File: src/rtl/accel_pkg.sv
// accel_pkg: types shared by the layer scheduler and its per-channel DMA handshake.
package accel_pkg;
    typedef enum logic [2:0] {IDLE, LD_W, LD_I, COMP, WAIT_C, ST_O, REL, FIN} tile_state_e;
    typedef enum logic [1:0] {ChInput, ChWeight, ChOutput} dma_ch_e;
    localparam int NUM_CH = 3;
endpackage

File: src/rtl/dma_req_hs.sv
// dma_req_hs: registered req for one DMA channel, raised while go_i is held and dropped after ack.
module dma_req_hs (
    input  logic clk_i,
    input  logic rst_i,
    input  logic go_i,
    input  logic ack_i,
    output logic req_o,
    output logic done_o
);
    logic req_q, req_d;
    always_comb req_d = req_q ? !ack_i : go_i;
    always_ff @(posedge clk_i or posedge rst_i) begin
        if (rst_i) req_q <= 1'b0;
        else req_q <= req_d;
    end
    assign req_o  = req_q;
    assign done_o = req_q & ack_i;
endmodule

File: src/rtl/tile_sched.sv
// tile_sched: sequences weight/input loads, compute and output stores for every tile of a layer.
module tile_sched
    import accel_pkg::*;
#(
    parameter int AW            = 32,
    parameter int TW            = 16,
    parameter int WEIGHT_RELOAD = 0
) (
    input  logic          clk_i,
    input  logic          rst_i,
    input  logic          start_i,
    input  logic          abort_i,
    input  logic [TW-1:0] num_tiles_i,
    input  logic [AW-1:0] input_base_i,
    input  logic [AW-1:0] weight_base_i,
    input  logic [AW-1:0] output_base_i,
    input  logic [AW-1:0] input_stride_i,
    input  logic [AW-1:0] output_stride_i,
    input  logic [AW-1:0] input_len_i,
    input  logic [AW-1:0] weight_len_i,
    output logic [AW-1:0] input_base_addr_o,
    output logic [AW-1:0] weight_base_addr_o,
    output logic [AW-1:0] output_base_addr_o,
    output logic [AW-1:0] input_len_o,
    output logic [AW-1:0] weight_len_o,
    output logic          input_req_o,
    output logic          weight_req_o,
    output logic          output_req_o,
    input  logic          input_ack_i,
    input  logic          weight_ack_i,
    input  logic          output_ack_i,
    output logic          comp_start_o,
    input  logic          comp_done_i,
    output logic [TW-1:0] tile_idx_o,
    output logic          busy_o,
    output logic          done_o,
    output logic          aborted_o
);
    tile_state_e state_q, state_d;
    dma_ch_e ch_q, ch_d;
    logic abort_q, abort_d, done_q, aborted_q, aborted_d;
    logic [TW-1:0] ntiles_q, tile_q, tile_d;
    logic [AW-1:0] in_q, in_d, out_q, out_d, w_q, in_str_q, out_str_q, in_len_q, w_len_q;
    logic [NUM_CH-1:0] go, ack, req, hs_done;
    logic load, last, acks_idle;

    assign load      = state_q == IDLE && start_i;
    assign last      = tile_q == ntiles_q - TW'(1);
    assign ack       = {output_ack_i, weight_ack_i, input_ack_i};
    assign go        = {state_q == ST_O, state_q == LD_W, state_q == LD_I};
    assign acks_idle = ack == '0;

    for (genvar c = 0; c < NUM_CH; c++) begin : g_hs
        dma_req_hs u_hs (
            .clk_i  (clk_i),
            .rst_i  (rst_i),
            .go_i   (go[c]),
            .ack_i  (ack[c]),
            .req_o  (req[c]),
            .done_o (hs_done[c])
        );
    end

    // An abort seen during a DMA phase is remembered and honoured once the DMA has released.
    always_comb begin
        state_d   = state_q;
        ch_d      = ch_q;
        abort_d   = abort_q;
        aborted_d = 1'b0;
        tile_d    = tile_q;
        in_d      = in_q;
        out_d     = out_q;
        case (state_q)
            IDLE: begin
                abort_d = 1'b0;
                if (start_i) begin
                    state_d = num_tiles_i == '0 ? FIN : LD_W;
                    tile_d  = '0;
                    in_d    = input_base_i;
                    out_d   = output_base_i;
                end
            end
            LD_W, LD_I, ST_O: begin
                abort_d = abort_q | abort_i;
                if (|hs_done) begin
                    state_d = REL;
                    ch_d    = state_q == LD_W ? ChWeight : state_q == LD_I ? ChInput : ChOutput;
                end
            end
            COMP: begin
                state_d   = abort_i ? IDLE : WAIT_C;
                aborted_d = abort_i;
            end
            WAIT_C: begin
                state_d   = abort_i ? IDLE : comp_done_i ? ST_O : WAIT_C;
                aborted_d = abort_i;
            end
            REL: begin
                abort_d = abort_q | abort_i;
                if (acks_idle) begin
                    if (ch_q == ChOutput && last) state_d = FIN;
                    else if (abort_d) begin
                        state_d   = IDLE;
                        aborted_d = 1'b1;
                    end
                    else if (ch_q == ChWeight) state_d = LD_I;
                    else if (ch_q == ChInput) state_d = COMP;
                    else begin
                        state_d = WEIGHT_RELOAD != 0 ? LD_W : LD_I;
                        tile_d  = tile_q + TW'(1);
                        in_d    = in_q + in_str_q;
                        out_d   = out_q + out_str_q;
                    end
                end
            end
            default: state_d = IDLE;
        endcase
    end

    always_ff @(posedge clk_i or posedge rst_i) begin
        if (rst_i) begin
            state_q   <= IDLE;
            ch_q      <= ChInput;
            abort_q   <= 1'b0;
            done_q    <= 1'b0;
            aborted_q <= 1'b0;
            ntiles_q  <= '0;
            tile_q    <= '0;
            in_q      <= '0;
            out_q     <= '0;
            w_q       <= '0;
            in_str_q  <= '0;
            out_str_q <= '0;
            in_len_q  <= '0;
            w_len_q   <= '0;
        end else begin
            state_q   <= state_d;
            ch_q      <= ch_d;
            abort_q   <= abort_d;
            done_q    <= state_q == FIN;
            aborted_q <= aborted_d;
            tile_q    <= tile_d;
            in_q      <= in_d;
            out_q     <= out_d;
            if (load) begin
                ntiles_q  <= num_tiles_i;
                w_q       <= weight_base_i;
                in_str_q  <= input_stride_i;
                out_str_q <= output_stride_i;
                in_len_q  <= input_len_i;
                w_len_q   <= weight_len_i;
            end
        end
    end

    assign input_base_addr_o  = in_q;
    assign weight_base_addr_o = w_q;
    assign output_base_addr_o = out_q;
    assign input_len_o        = in_len_q;
    assign weight_len_o       = w_len_q;
    assign input_req_o        = req[ChInput];
    assign weight_req_o       = req[ChWeight];
    assign output_req_o       = req[ChOutput];
    assign comp_start_o       = state_q == COMP;
    assign tile_idx_o         = tile_q;
    assign busy_o             = state_q != IDLE;
    assign done_o             = done_q;
    assign aborted_o          = aborted_q;
endmodule

File: config.mk
export PLATFORM = sky130hd
export DESIGN_NAME = tile_sched
export DESIGN_NICKNAME = d
export VERILOG_FILES = /design/src/rtl/accel_pkg.sv /design/src/rtl/dma_req_hs.sv /design/src/rtl/tile_sched.sv
export SDC_FILE = /design/constraint.sdc
export NUM_CORES = 1
export LEC_CHECK = 0
export CAP_MARGIN = 25
export CORE_AREA = 2 2 165 232
export DETAILED_ROUTE_END_ITERATION = 16
export DIE_AREA = 0 0 167 234
export GPL_ROUTABILITY_DRIVEN = 1
export PLACE_DENSITY_LB_ADDON = 0.3
export SETUP_SLACK_MARGIN = 0.02
export SLEW_MARGIN = 20
export SYNTH_ARGS = -nofsm -noshare
export SYNTH_HDL_FRONTEND = slang
export SYNTH_SLANG_ARGS = --single-unit
File: constraint.sdc
create_clock -name clk_i -period 9.9 [get_ports clk_i]
set_input_delay 0.99 -clock clk_i [delete_from_list [all_inputs] [get_ports clk_i]]
set_output_delay 0.99 -clock clk_i [all_outputs]
set_load 0.005 [all_outputs]
; ---- Word-level counts from Yosys, hierarchy flattened
; Cells that the tools add are included.
[classes]
addsub = 4
eq_ne = 17
n_mux = 43
n_bitwise = 4
n_reduce_logical = 19
[op_table]
columns = operator, count
row1 = 2-to-1 mux 32 bit, 12
row2 = case mux 32 bit (2 select lines), 2
row3 = 2-to-1 mux 16 bit, 6
row4 = adder 32 bit, 2
row5 = case mux 16 bit (2 select lines), 1
row6 = 2-to-1 mux 3 bit, 7
row7 = adder 16 x 1 -> 16 bit (second input constant), 1
row8 = == test 16 bit, 1
row9 = zero test 16 bit, 1
row10 = subtractor 16 x 1 -> 16 bit (second input constant), 1
row11 = case mux 3 bit (5 select lines), 1
row12 = inequality test 2 bit (second input constant), 7
row13 = == test 3 bit (second input constant), 4
row14 = 2-to-1 mux 1 bit, 9
row15 = AND reduction 7 bit, 1
row16 = == test 3 x 2 -> 1 bit (second input constant), 2
row17 = zero test 3 bit, 2
row18 = 2-to-1 mux 2 bit, 3
row19 = OR reduction 3 bit, 2
row20 = case mux 1 bit (2 select lines), 2
row21 = nonzero test 2 bit, 2
row22 = OR reduction 4 bit, 1
row23 = AND 1 bit, 3
row24 = == test 3 x 1 -> 1 bit (second input constant), 1
row25 = other kinds (10), 13
[word_totals]
ff_bits = 267
output_inout_bits = 183
elab_cells = 104

; ---- Longest topological paths before layout
; Gate-level depths: netlist of run 1.
[logic_depth]
ltp_word = 7
depth_mapped = 14
ltp_nobuf = 13

; ---- By module
; Synthesis of run 1 repeated with hierarchy kept, for this count alone.
[unflattened]
cells_unflattened = 1775
area_unflattened_um2 = 14602.8
[by_module_without_submodules]
columns = mod, n_inst, cells_each, area_per_inst_um2, seq_area_each_um2
row1 = tile_sched, 1, 1760, 14452.6, 6606.3
row2 = dma_req_hs, 3, 5, 50.0, 25.0

; ---- Least setup slack after synthesis of run 1
; No wires, ideal clock.
[synth_timing]
kind = register -> register
startpoint = reg in_q[6], in the netlist input_base_addr_o[6]
endpoint = reg in_q[25], in the netlist input_base_addr_o[25]
setup_time_ps = 125
t_arrival_ps = 2913
required_time_ps = 9775
slack_ps = 6863
path_stages_with_launch = 12
cell_sequence = dfrtp_1 > ha_1 > a21o_1 > a31o_2 > or3_1 > o21ai_1 > o21ai_0 > and3_1 > o41ai_1 > xor2_1 > o21ai_0 > mux2_2
[synth_between]
elab_chain_cells = 7
[synth_rtl]
columns = item, line_no
row1 = "start, declared", tile_sched.sv:43  ; logic [AW-1:0] in_q, in_d, out_q, out_d, w_q, in_str_q, out_str_q, in_len_q, w_len_q;
row2 = "start signal, assigned", tile_sched.sv:143  ; in_q <= in_d;
row3 = adder 32 bit, tile_sched.sv:111  ; in_d = in_q + in_str_q;
row4 = 2-to-1 mux 32 bit, tile_sched.sv:107  ; else if (ch_q == ChInput) state_d = COMP;
row5 = 2-to-1 mux 32 bit, tile_sched.sv:106  ; else if (ch_q == ChWeight) state_d = LD_I;
row6 = 2-to-1 mux 32 bit, tile_sched.sv:102  ; else if (abort_d) begin
row7 = 2-to-1 mux 32 bit, tile_sched.sv:101  ; if (ch_q == ChOutput && last) state_d = FIN;
row8 = 2-to-1 mux 32 bit, tile_sched.sv:100  ; if (acks_idle) begin
row9 = case mux 32 bit (2 select lines), tile_sched.sv:73  ; case (state_q)
; Every way passes these cells. The select of a mux whose other input is x is not followed.
; A chain may end at the register's enable or synchronous reset.

; ---- Worst setup path in the final report of run 1
[layout_timing]
startpoint = reg ntiles_q[0]
endpoint = reg out_q[18], in the netlist output_base_addr_o[18]
[layout_between]
elab_chain_cells = 5
[layout_rtl]
columns = item, line_no
row1 = "start, declared", tile_sched.sv:42  ; logic [TW-1:0] ntiles_q, tile_q, tile_d;
row2 = "start signal, assigned", tile_sched.sv:146  ; ntiles_q <= num_tiles_i;
row3 = subtractor 16 x 1 -> 16 bit, tile_sched.sv:48  ; assign last = tile_q == ntiles_q - TW'(1);
row4 = == test 16 bit, tile_sched.sv:48
row5 = logical AND 1 bit, tile_sched.sv:101
row6 = inequality test 2 bit (no source line), -
row7 = AND reduction 7 bit (no source line), -
row8 = "end signal, assigned", tile_sched.sv:144  ; out_q <= out_d;
row9 = "end, declared", tile_sched.sv:43
; Every way passes these cells.

==> flow_results.xml, run 1 <==
<?xml version="1.0" encoding="UTF-8"?>
<metrics>
  <group name="run_status">
    <metric name="outcome" unit="">finished clean</metric>
  </group>
  <group name="finish">
    <metric name="most_frequent_cells_in_the_layout" unit="">nand2_1, clkdlybuf4s50_1, dfrtp_1</metric>
    <metric name="drive_gt1_frac" unit="">0.0391</metric>
    <metric name="total_area_of_multi_input_combinational_cells" unit="µm²">7470</metric>
    <metric name="areaGrowthSynthToFinish" unit="%">39.4</metric>
    <metric name="fillCellCount" unit="">3393</metric>
    <metric name="design.final.nets" unit="">2495</metric>
    <metric name="layout.cell_area.non_filler" unit="µm²">20400</metric>
    <metric name="utilization" unit="">0.549</metric>
    <metric name="final_common_cell" unit="">nand2_1</metric>
    <metric name="sequential_standard_cell_area" unit="µm²">6680</metric>
  </group>
  <group name="routing">
    <metric name="drtAntennaViolNets" unit="">0</metric>
    <metric name="total_wirelength" unit="µm">46500</metric>
    <metric name="first_pass_iteration_count_of_the_detailed_router" unit="">6</metric>
    <metric name="dr_iter_0_viols" unit="">804</metric>
    <metric name="drc" unit="">0</metric>
    <metric name="num_vias" unit="">13900</metric>
    <metric name="detail_route.wl_per_cell" unit="µm">17.4</metric>
    <metric name="post_drt_via_cell_ratio" unit="">5.19</metric>
  </group>
  <group name="placement">
    <metric name="dp_worst_setup_slack" unit="ns">5.99</metric>
    <metric name="port-buffer-count" unit="">430</metric>
    <metric name="post_dp_cell_area" unit="µm²">19300</metric>
    <metric name="dpl.hpwl" unit="µm">34300</metric>
    <metric name="gp_congestion" unit="">0.955</metric>
  </group>
  <group name="floorplan">
    <metric name="initial_utilization" unit="">0.394</metric>
    <metric name="design.portCount" unit="">431</metric>
    <metric name="floorplan.die.height" unit="µm">234</metric>
    <metric name="floorplan.core_area" unit="µm²">37100</metric>
    <metric name="chipWidth" unit="µm">167</metric>
    <metric name="design.die.area" unit="µm²">39100</metric>
    <metric name="standard_cell_row_count" unit="">84</metric>
  </group>
  <group name="critical_path">
    <metric name="timing.critical_path.from_type" unit="">flip-flop</metric>
    <metric name="critical_setup_path_class" unit="">reg -&gt; reg</metric>
    <metric name="cp_max_fo" unit="">64</metric>
    <metric name="worst_ep_required_time" unit="ns">10.28</metric>
    <metric name="timing.rr.start" unit="">ntiles_q[0]</metric>
    <metric name="critPathLaunch" unit="">ntiles_q[0]</metric>
    <metric name="setup.reg_to_reg.worst_slack" unit="ns">5.90</metric>
    <metric name="crit_arrival" unit="ns">4.38</metric>
    <metric name="worst_setup_path_end_kind" unit="">flip-flop</metric>
  </group>
  <group name="synthesis">
    <metric name="ys_types" unit="">64</metric>
    <metric name="synth_seq_cells" unit="">267</metric>
    <metric name="number_of_synthesized_flops_with_an_enable_pin" unit="">0</metric>
    <metric name="postSynthNetCount" unit="">2105</metric>
    <metric name="synth_cells" unit="">1787</metric>
    <metric name="postSynthAreaPerCell" unit="µm²">8.18</metric>
    <metric name="total_standard_cell_area_after_synthesis" unit="µm²">14600</metric>
    <metric name="async_reset_ff_frac" unit="">1.00</metric>
    <metric name="synth-main-ff-cell" unit="">dfrtp_1</metric>
    <metric name="synth_warnings" unit="">0</metric>
    <metric name="synth-seq-area-share" unit="">0.457</metric>
  </group>
  <group name="pwr">
    <metric name="power_leakage" unit="nW">9.47</metric>
    <metric name="vdd_drop_max" unit="mV">0.204</metric>
    <metric name="cellPowerDensity" unit="nW/µm²">338</metric>
    <metric name="total_power" unit="W">0.00690</metric>
  </group>
  <group name="clock_network">
    <metric name="hold_buffers" unit="">0</metric>
    <metric name="cts-root-to-sink-buffers" unit="">3</metric>
    <metric name="cts_resized" unit="">0</metric>
    <metric name="cts_htree_levels" unit="">1</metric>
    <metric name="cts_inserted_buffers" unit="">29</metric>
    <metric name="postCtsSetupRepairBufs" unit="">0</metric>
    <metric name="worstSkewPairLatency" unit="ns">0.56</metric>
    <metric name="cts_tree" unit="">done</metric>
    <metric name="clkTransAtPathRegs" unit="ns">0.06</metric>
    <metric name="cts-root-buf" unit="">clkbuf_16</metric>
    <metric name="numClockSinks" unit="">267</metric>
  </group>
  <group name="timing">
    <metric name="final-hold-violation-count" unit="">0</metric>
    <metric name="grt_setup_unrepaired" unit="">no</metric>
    <metric name="min_period_over_period" unit="">0.404</metric>
    <metric name="finalSetupViolations" unit="">0</metric>
    <metric name="fin_ws" unit="ns">5.90</metric>
    <metric name="top_achievable_clock_speed" unit="MHz">250</metric>
    <metric name="timing_max_transition_violations_final" unit="">0</metric>
    <metric name="fin_tns_setup" unit="ns">0</metric>
    <metric name="layout_min_cycle_time" unit="ns">4.00</metric>
    <metric name="setup_clock_skew_after_layout" unit="ns">0.00917</metric>
    <metric name="timing.slew.headroom" unit="">0.389</metric>
    <metric name="worst_slew_pin_slew" unit="ns">0.916</metric>
  </group>
  <group name="global_routing">
    <metric name="grt-ovfl-total" unit="">0</metric>
    <metric name="globalRouteMet2Util" unit="">0.421</metric>
    <metric name="grt.total_usage" unit="">0.233</metric>
    <metric name="gr-usage-met3" unit="">0.0663</metric>
    <metric name="grt_start_max_net_pins" unit="">155</metric>
    <metric name="grt_first_pass_wirelength" unit="µm">73600</metric>
    <metric name="grt_antenna_before_repair" unit="">10</metric>
    <metric name="grt_util_met1" unit="">0.264</metric>
    <metric name="grt_busiest_layer" unit="">met2</metric>
    <metric name="via_count_of_the_first_global_routing_pass" unit="">13900</metric>
  </group>
  <group name="flow_run">
    <metric name="maxCapViolCount" unit="">0</metric>
  </group>
  <group name="worst_hold_path">
    <metric name="holdCritPathClass" unit="">reg -&gt; reg</metric>
    <metric name="hold_path_startpoint" unit="">weight_base_addr_o[28]</metric>
  </group>
</metrics>
[sequential cells by signal, indices dropped and copies added (netlist names), 32 cells and up]
name                count
in_str_q               32
input_base_addr_o      32
input_len_o            32
out_str_q              32
output_base_addr_o     32
weight_base_addr_o     32
weight_len_o           32
[routing by layer]
layer	vias up	routed length [µm]
met5	-	49
met4	8	1470
met3	88	3940
met2	506	23500
met1	6555	17600
li1	6754	-
[path summary, 6_finish.rpt]
path | endpoint | depth (start not counted)
min in group asynchronous | weight_base_addr_o[25] | 2
min reg2reg | weight_base_addr_o[28] | 2
max reg2reg | output_base_addr_o[18] | 11
min | weight_base_addr_o[28] | 2
max | output_base_addr_o[18] | 11
max in group asynchronous | weight_len_o[11] | 3
[cell usage after synthesis (3+ instances only)]
| cell | count | share of area |
|---|---|---|
| or2_2 | 7 | 0.0030 |
| nor4b_1 | 4 | 0.0024 |
| ha_1 | 68 | 0.058 |
| xnor2_1 | 48 | 0.029 |
| buf_2 | 8 | 0.0027 |
| o21a_1 | 13 | 0.0067 |
| o31ai_1 | 5 | 0.0026 |
| a21oi_1 | 133 | 0.046 |
| o311ai_0 | 4 | 0.0024 |
| a211oi_1 | 13 | 0.0067 |
| nand2b_1 | 5 | 0.0021 |
| a31o_2 | 5 | 0.0030 |
| nor2_1 | 137 | 0.035 |
| xor2_1 | 27 | 0.016 |
| mux2i_1 | 9 | 0.0062 |
| a2111oi_0 | 3 | 0.0018 |
| nor3b_1 | 4 | 0.0021 |
| dfrtp_1 | 267 | 0.46 |
| and2_1 | 9 | 0.0039 |
| and3_1 | 13 | 0.0056 |
| a41oi_1 | 3 | 0.0018 |
| a21o_1 | 29 | 0.015 |
| nand2_1 | 629 | 0.16 |
| nand3_1 | 28 | 0.0096 |
| a22oi_1 | 3 | 0.0015 |
| o211ai_1 | 5 | 0.0026 |
| clkbuf_1 | 69 | 0.018 |
| nor3_1 | 19 | 0.0065 |
| and4_1 | 3 | 0.0018 |
| a31oi_1 | 30 | 0.013 |
| o21ai_0 | 58 | 0.020 |
| nand4_1 | 10 | 0.0043 |
| o21bai_1 | 7 | 0.0036 |
| or3_1 | 9 | 0.0039 |
| nor2b_1 | 13 | 0.0056 |
| inv_1 | 45 | 0.012 |
| nor4_1 | 7 | 0.0030 |
[kinds of logic (layout without fill, tap and decap cells)]
logic type | after synthesis | after routing | share of synthesized area
AND/OR/NAND/NOR | 906 | 906 | 0.257
adder cells (fa/ha/maj) | 70 | 70 | 0.0610
flip-flops | 267 | 267 | 0.457
buffers and inverters | 125 | 537 | 0.0336
other | 0 | 6 | 0
XOR/XNOR | 75 | 75 | 0.0450
AO/OA/AOI/OAI | 334 | 334 | 0.140
multiplexers | 10 | 10 | 0.00694
[critical path, cell delays in order, from the launching register on]
cell     delay [ns]
dfrtp_1        0.44
inv_1          0.12
ha_1           0.23
nor4b_1        0.71
nand2_1        0.14
xnor2_1        0.16
a21o_1         0.18
a22o_1         0.18
nand4_2        0.18
a21o_4         0.52
buf_4          0.62
a41oi_1        0.24
[metrics by stage]
stage	hold WS [ns]	std cells
global placement	0.457	2618
floorplan	0.450	1787
finish	0.473	2678
detailed placement	0.462	2618
global route	0.492	2676
CTS	0.477	2671
[area by class of cell]
cell class / instances / share of cell area
multi-input combinational: 1395 / 0.366
timing repair buffer: 439 / 0.216
inverter: 45 / 0.00866
clock buffer: 40 / 0.0416
sequential: 267 / 0.328
tap: 473 / 0.0290
clock inverter: 13 / 0.00982
antenna: 6 / 0.000737
[power breakdown]
part	leakage (nW)	internal (W)	switching, W
registers	3.28	0.00158	0.000392
logic	5.69	0.00179	0.00195
clock network	0.505	0.000725	0.000462
Power figures use the tool's default switching activity.
==> run 2, diff against run 1 <==
==> constraint.sdc (replaced) <==
create_clock -name clk_i -period 4.2 [get_ports clk_i]
set_input_delay 0.42 -clock clk_i [delete_from_list [all_inputs] [get_ports clk_i]]
set_output_delay 0.42 -clock clk_i [all_outputs]
set_load 0.005 [all_outputs]
==> flow_results.xml, run 2 (same netlist as run 1, synthesis figures left out) <==
<?xml version="1.0" encoding="UTF-8"?>
<metrics>
  <group name="finish">
    <metric name="fillCellCount" unit="">3402</metric>
    <metric name="drive_gt1_frac" unit="">0.0404</metric>
    <metric name="total_area_of_multi_input_combinational_cells" unit="µm²">7470</metric>
    <metric name="areaGrowthSynthToFinish" unit="%">40.1</metric>
    <metric name="design.final.nets" unit="">2499</metric>
    <metric name="sequential_standard_cell_area" unit="µm²">6680</metric>
    <metric name="final_common_cell" unit="">nand2_1</metric>
    <metric name="most_frequent_cells_in_the_layout" unit="">nand2_1, clkdlybuf4s50_1, dfrtp_1</metric>
    <metric name="final-instance-count-excl-fill" unit="">2679</metric>
  </group>
  <group name="clock_network">
    <metric name="cts_inserted_buffers" unit="">29</metric>
    <metric name="postCtsSetupRepairBufs" unit="">0</metric>
    <metric name="hold_buffers" unit="">0</metric>
    <metric name="cts_htree_levels" unit="">1</metric>
    <metric name="cts-root-to-sink-buffers" unit="">3</metric>
    <metric name="worstSkewPairLatency" unit="ns">0.57</metric>
    <metric name="cts_tree" unit="">done</metric>
    <metric name="cts_resized" unit="">0</metric>
    <metric name="numClockSinks" unit="">267</metric>
    <metric name="clkTransAtPathRegs" unit="ns">0.07</metric>
    <metric name="cts-root-buf" unit="">clkbuf_16</metric>
  </group>
  <group name="worst_hold_path">
    <metric name="holdCritPathClass" unit="">in -&gt; async</metric>
  </group>
  <group name="timing">
    <metric name="top_achievable_clock_speed" unit="MHz">261</metric>
    <metric name="final-hold-violation-count" unit="">0</metric>
    <metric name="layout_min_cycle_time" unit="ns">3.84</metric>
    <metric name="fin_tns_setup" unit="ns">0</metric>
    <metric name="timing_max_transition_violations_final" unit="">0</metric>
    <metric name="grt_setup_unrepaired" unit="">no</metric>
    <metric name="setup_clock_skew_after_layout" unit="ns">0.0124</metric>
    <metric name="final.hold.worst_slack" unit="ns">0.295</metric>
    <metric name="min_period_over_period" unit="">0.914</metric>
    <metric name="worst_slew_pin_slew" unit="ns">1.04</metric>
    <metric name="finalSetupViolations" unit="">0</metric>
    <metric name="timing.slew.headroom" unit="">0.305</metric>
  </group>
  <group name="floorplan">
    <metric name="standard_cell_row_count" unit="">84</metric>
    <metric name="floorplan.die.height" unit="µm">234</metric>
    <metric name="design.die.area" unit="µm²">39100</metric>
    <metric name="chipWidth" unit="µm">167</metric>
    <metric name="design.portCount" unit="">431</metric>
    <metric name="floorplan.core_area" unit="µm²">37100</metric>
    <metric name="initial_utilization" unit="">0.394</metric>
  </group>
  <group name="flow_run">
    <metric name="maxCapViolCount" unit="">0</metric>
  </group>
  <group name="critical_path">
    <metric name="crit_arrival" unit="ns">4.33</metric>
    <metric name="worst_setup_path_end_kind" unit="">flip-flop</metric>
    <metric name="timing.critical_path.from_type" unit="">flip-flop</metric>
    <metric name="worst_ep_required_time" unit="ns">4.69</metric>
    <metric name="cp_max_fo" unit="">64</metric>
    <metric name="critical_setup_path_class" unit="">reg -&gt; reg</metric>
  </group>
  <group name="global_routing">
    <metric name="via_count_of_the_first_global_routing_pass" unit="">14300</metric>
    <metric name="grt_start_max_net_pins" unit="">199</metric>
    <metric name="grt-ovfl-total" unit="">0</metric>
    <metric name="grt_antenna_before_repair" unit="">8</metric>
    <metric name="grt.total_usage" unit="">0.237</metric>
    <metric name="grt_first_pass_wirelength" unit="µm">74600</metric>
  </group>
  <group name="routing">
    <metric name="first_pass_iteration_count_of_the_detailed_router" unit="">5</metric>
    <metric name="dr_iter_0_viols" unit="">826</metric>
    <metric name="num_vias" unit="">13900</metric>
    <metric name="detail_route.wl_per_cell" unit="µm">17.8</metric>
    <metric name="total_wirelength" unit="µm">47600</metric>
    <metric name="drtAntennaViolNets" unit="">0</metric>
    <metric name="drc" unit="">0</metric>
    <metric name="post_drt_via_cell_ratio" unit="">5.17</metric>
  </group>
  <group name="placement">
    <metric name="gp_congestion" unit="">0.903</metric>
    <metric name="port-buffer-count" unit="">430</metric>
    <metric name="dpl.hpwl" unit="µm">34700</metric>
    <metric name="post-place-cells" unit="">2623</metric>
  </group>
  <group name="pwr">
    <metric name="power_leakage" unit="nW">9.52</metric>
    <metric name="cellPowerDensity" unit="nW/µm²">801</metric>
    <metric name="vdd_drop_max" unit="mV">0.467</metric>
  </group>
  <group name="run_status">
    <metric name="outcome" unit="">finished clean</metric>
  </group>
</metrics>
-- run 2: changes by cell type in the layout (fill, tap and decap cells not counted), sizes merged --
cell,previous run,this run
clkinvlp,4,3
buf,9,13
diode,6,4
clkbuf,40,38
bufinv,5,7
-- run 2: metrics by stage --
step           setup slack (ns)  instance area, µm²   util  total power, W
2_1_floorplan             0.255               14600      -          0.0101
3_5_place_dp              0.380               19400  0.522          0.0135
3_3_place_gp              0.467               19400  0.522          0.0133
6_report                  0.363               20500  0.552          0.0164
5_1_grt                  0.0719               20500  0.552          0.0177
4_1_cts                   0.336               20500  0.552          0.0165
-- run 2: where the power goes --
| part | internal (W) | switching, W | total (W) |
|---|---|---|---|
| combinational | 0.00424 | 0.00460 | 0.00884 |
| sequential | 0.00372 | 0.000935 | 0.00465 |
| clock | 0.00181 | 0.00110 | 0.00291 |
-- run 2: layout make-up --
cell class                      instances  area share
Antenna cell                            4    0.000489
Clock inverter                         14      0.0126
Tap cell                              473      0.0289
Multi-Input combinational cell       1395       0.365
Inverter                               45     0.00843
Sequential cell                       267       0.326
Timing Repair Buffer                  443       0.218
Clock buffer                           38      0.0405
-- run 2: layer usage --
metal	global-route usage	wire length [µm]	up-vias
met4	0.0876	1590	8
met3	0.0640	3630	91
met1	0.264	18300	6548
met2	0.433	24100	455
li1	-	-	6752
met5	0	54	-
-- run 2: worst paths after layout --
path	endpoint	cells past startpoint	startpoint	slack, ns
worst max-delay path	output_base_addr_o[9]	12	ntiles_q[0]	0.36
worst min-delay path	out_str_q[21]	2	rst_i	0.29
worst max register to register	output_base_addr_o[9]	12	ntiles_q[0]	0.36
worst min register to register	weight_base_addr_o[17]	2	weight_base_addr_o[17]	0.47
max in group asynchronous	weight_base_addr_o[25]	3	rst_i	2.96
min in group clk_i	input_len_o[5]	3	input_len_i[5]	0.37
-- run 2: worst max-delay path, stage by stage (launching register included) --
cell and delay [ns]:
dfrtp_1 0.43, inv_1 0.11, ha_1 0.22, or4b_1 0.61, o21ai_0 0.21, a211oi_1 0.13
a211oi_1 0.30, a211oi_2 0.09, nand4_2 0.16, a21o_4 0.53, buf_4 0.64, nor2_1 0.12
a31oi_1 0.18
==> run 3, diff against run 2 <==
--- a/config.mk
+++ b/config.mk
@@ -9,6 +9,7 @@
 export CORE_AREA = 2 2 165 232
 export DETAILED_ROUTE_END_ITERATION = 16
 export DIE_AREA = 0 0 167 234
+export DONT_BUFFER_PORTS = 1
 export GPL_ROUTABILITY_DRIVEN = 1
 export PLACE_DENSITY_LB_ADDON = 0.3
 export SETUP_SLACK_MARGIN = 0.02
==> flow_results.xml, run 3 (same netlist as run 1, synthesis figures left out) <==
<?xml version="1.0" encoding="UTF-8"?>
<metrics>
  <group name="critical_path">
    <metric name="worst_setup_path_end_kind" unit="">flip-flop</metric>
    <metric name="cp_max_fo" unit="">48</metric>
    <metric name="critical_setup_path_class" unit="">reg -&gt; reg</metric>
    <metric name="timing.critical_path.from_type" unit="">flip-flop</metric>
    <metric name="worst_ep_required_time" unit="ns">4.69</metric>
    <metric name="crit_arrival" unit="ns">4.06</metric>
  </group>
  <group name="timing">
    <metric name="finalSetupViolations" unit="">0</metric>
    <metric name="top_achievable_clock_speed" unit="MHz">280</metric>
    <metric name="grt_setup_unrepaired" unit="">no</metric>
    <metric name="final.hold.worst_slack" unit="ns">0.0130</metric>
    <metric name="setup_clock_skew_after_layout" unit="ns">0.00985</metric>
    <metric name="layout_min_cycle_time" unit="ns">3.57</metric>
    <metric name="timing.slew.headroom" unit="">0.395</metric>
    <metric name="final-hold-violation-count" unit="">0</metric>
    <metric name="worst_slew_pin_slew" unit="ns">0.908</metric>
    <metric name="fin_tns_setup" unit="ns">0</metric>
    <metric name="timing_max_transition_violations_final" unit="">0</metric>
    <metric name="min_period_over_period" unit="">0.851</metric>
  </group>
  <group name="placement">
    <metric name="post_dp_cell_area" unit="µm²">15100</metric>
    <metric name="dpl.hpwl" unit="µm">32500</metric>
    <metric name="gp_congestion" unit="">0.890</metric>
    <metric name="port-buffer-count" unit="">0</metric>
    <metric name="post-place-cells" unit="">2195</metric>
  </group>
  <group name="run_status">
    <metric name="outcome" unit="">finished clean</metric>
  </group>
  <group name="flow_run">
    <metric name="maxCapViolCount" unit="">0</metric>
  </group>
  <group name="global_routing">
    <metric name="grt_start_max_net_pins" unit="">144</metric>
    <metric name="grt.total_usage" unit="">0.228</metric>
    <metric name="grt_antenna_before_repair" unit="">7</metric>
    <metric name="grt-ovfl-total" unit="">0</metric>
    <metric name="grt_first_pass_wirelength" unit="µm">71600</metric>
    <metric name="via_count_of_the_first_global_routing_pass" unit="">13300</metric>
  </group>
  <group name="clock_network">
    <metric name="worstSkewPairLatency" unit="ns">0.58</metric>
    <metric name="cts-root-buf" unit="">clkbuf_16</metric>
    <metric name="postCtsSetupRepairBufs" unit="">0</metric>
    <metric name="cts_inserted_buffers" unit="">29</metric>
    <metric name="hold_buffers" unit="">179</metric>
    <metric name="numClockSinks" unit="">267</metric>
    <metric name="clkTransAtPathRegs" unit="ns">0.07</metric>
    <metric name="cts_tree" unit="">done</metric>
    <metric name="cts_resized" unit="">0</metric>
    <metric name="cts_htree_levels" unit="">1</metric>
    <metric name="cts-root-to-sink-buffers" unit="">3</metric>
  </group>
  <group name="floorplan">
    <metric name="initial_utilization" unit="">0.394</metric>
    <metric name="chipWidth" unit="µm">167</metric>
    <metric name="design.die.area" unit="µm²">39100</metric>
    <metric name="design.portCount" unit="">431</metric>
    <metric name="floorplan.core_area" unit="µm²">37100</metric>
    <metric name="standard_cell_row_count" unit="">84</metric>
    <metric name="floorplan.die.height" unit="µm">234</metric>
  </group>
  <group name="finish">
    <metric name="design.final.nets" unit="">2252</metric>
    <metric name="layout.cell_area.non_filler" unit="µm²">17900</metric>
    <metric name="fillCellCount" unit="">3422</metric>
    <metric name="sequential_standard_cell_area" unit="µm²">6680</metric>
    <metric name="areaGrowthSynthToFinish" unit="%">22.7</metric>
    <metric name="total_area_of_multi_input_combinational_cells" unit="µm²">7470</metric>
    <metric name="utilization" unit="">0.483</metric>
    <metric name="drive_gt1_frac" unit="">0.0475</metric>
    <metric name="final-instance-count-excl-fill" unit="">2434</metric>
    <metric name="final_common_cell" unit="">nand2_1</metric>
    <metric name="most_frequent_cells_in_the_layout" unit="">nand2_1, dfrtp_1, dlygate4sd3_1</metric>
  </group>
  <group name="routing">
    <metric name="first_pass_iteration_count_of_the_detailed_router" unit="">7</metric>
    <metric name="num_vias" unit="">13100</metric>
    <metric name="detail_route.wl_per_cell" unit="µm">18.9</metric>
    <metric name="drc" unit="">0</metric>
    <metric name="post_drt_via_cell_ratio" unit="">5.38</metric>
    <metric name="total_wirelength" unit="µm">46000</metric>
    <metric name="drtAntennaViolNets" unit="">0</metric>
    <metric name="dr_iter_0_viols" unit="">698</metric>
  </group>
  <group name="worst_hold_path">
    <metric name="holdCritPathClass" unit="">in -&gt; reg</metric>
  </group>
  <group name="pwr">
    <metric name="vdd_drop_max" unit="mV">0.611</metric>
    <metric name="power_leakage" unit="nW">8.60</metric>
    <metric name="cellPowerDensity" unit="nW/µm²">826</metric>
  </group>
</metrics>
==> run 3: changes by cell type in the layout (fill, tap and decap cells not counted), sizes merged <==
cell | previous run | this run
buf | 13 | 15
bufinv | 7 | 5
clkbuf | 38 | 35
clkdlybuf4s50 | 430 | 0
clkinv | 4 | 8
dlygate4sd3 | 0 | 181
inv | 45 | 48
==> run 3: layer usage <==
layer  share of wire  track usage
met5         0.00050            0
met4           0.036       0.0886
met3           0.075       0.0564
met2            0.51        0.417
met1            0.37        0.254
==> run 3: worst paths after layout <==
check,startpoint,end,slack [ns],cells past startpoint
max in group asynchronous,rst_i,weight_len_o[27],2.95,3
setup / recovery,ntiles_q[0],input_base_addr_o[0],0.63,12
setup reg to reg,ntiles_q[0],input_base_addr_o[0],0.63,12
hold / removal,abort_i,aborted_o,0.01,2
min in group asynchronous,rst_i,out_str_q[18],0.28,2
hold reg to reg,in_str_q[27],in_str_q[27],0.48,2
==> run 3: area by class of cell <==
type                    count  area share
inverters                  45     0.00963
clock inverters            19      0.0142
diodes                      4    0.000558
clock buffers              35      0.0434
flip-flops and latches    267       0.373
repair buffers            196       0.110
well taps                 473      0.0330
multi-input cells        1395       0.416
==> run 3: stage by stage <==
step / setup WS, ns / total power (W)
after floorplan: 0.255 / 0.0101
after global placement: 0.734 / 0.0117
after detailed placement: 0.665 / 0.0119
after CTS: 0.647 / 0.0148
after global routing: 0.346 / 0.0161
final: 0.625 / 0.0148
==> run 3: report_power, final <==
group / leakage [nW] / switching [W] / total, W / internal (W)
clock: 0.505 / 0.00113 / 0.00277 / 0.00164
combinational: 4.81 / 0.00415 / 0.00710 / 0.00295
sequential: 3.28 / 0.00123 / 0.00495 / 0.00372
total: 8.60 / 0.00651 / 0.0148 / 0.00831
==> run 3: critical path: stages, from the launching register on <==
cell	delay, ns
dfrtp_1	0.43
inv_1	0.10
ha_1	0.22
or4b_1	0.61
o21ai_0	0.19
a211oi_1	0.12
a21o_1	0.17
a22o_1	0.18
nand4_2	0.18
a21o_4	0.49
buf_4	0.51
nor2_1	0.08
a31oi_1	0.17
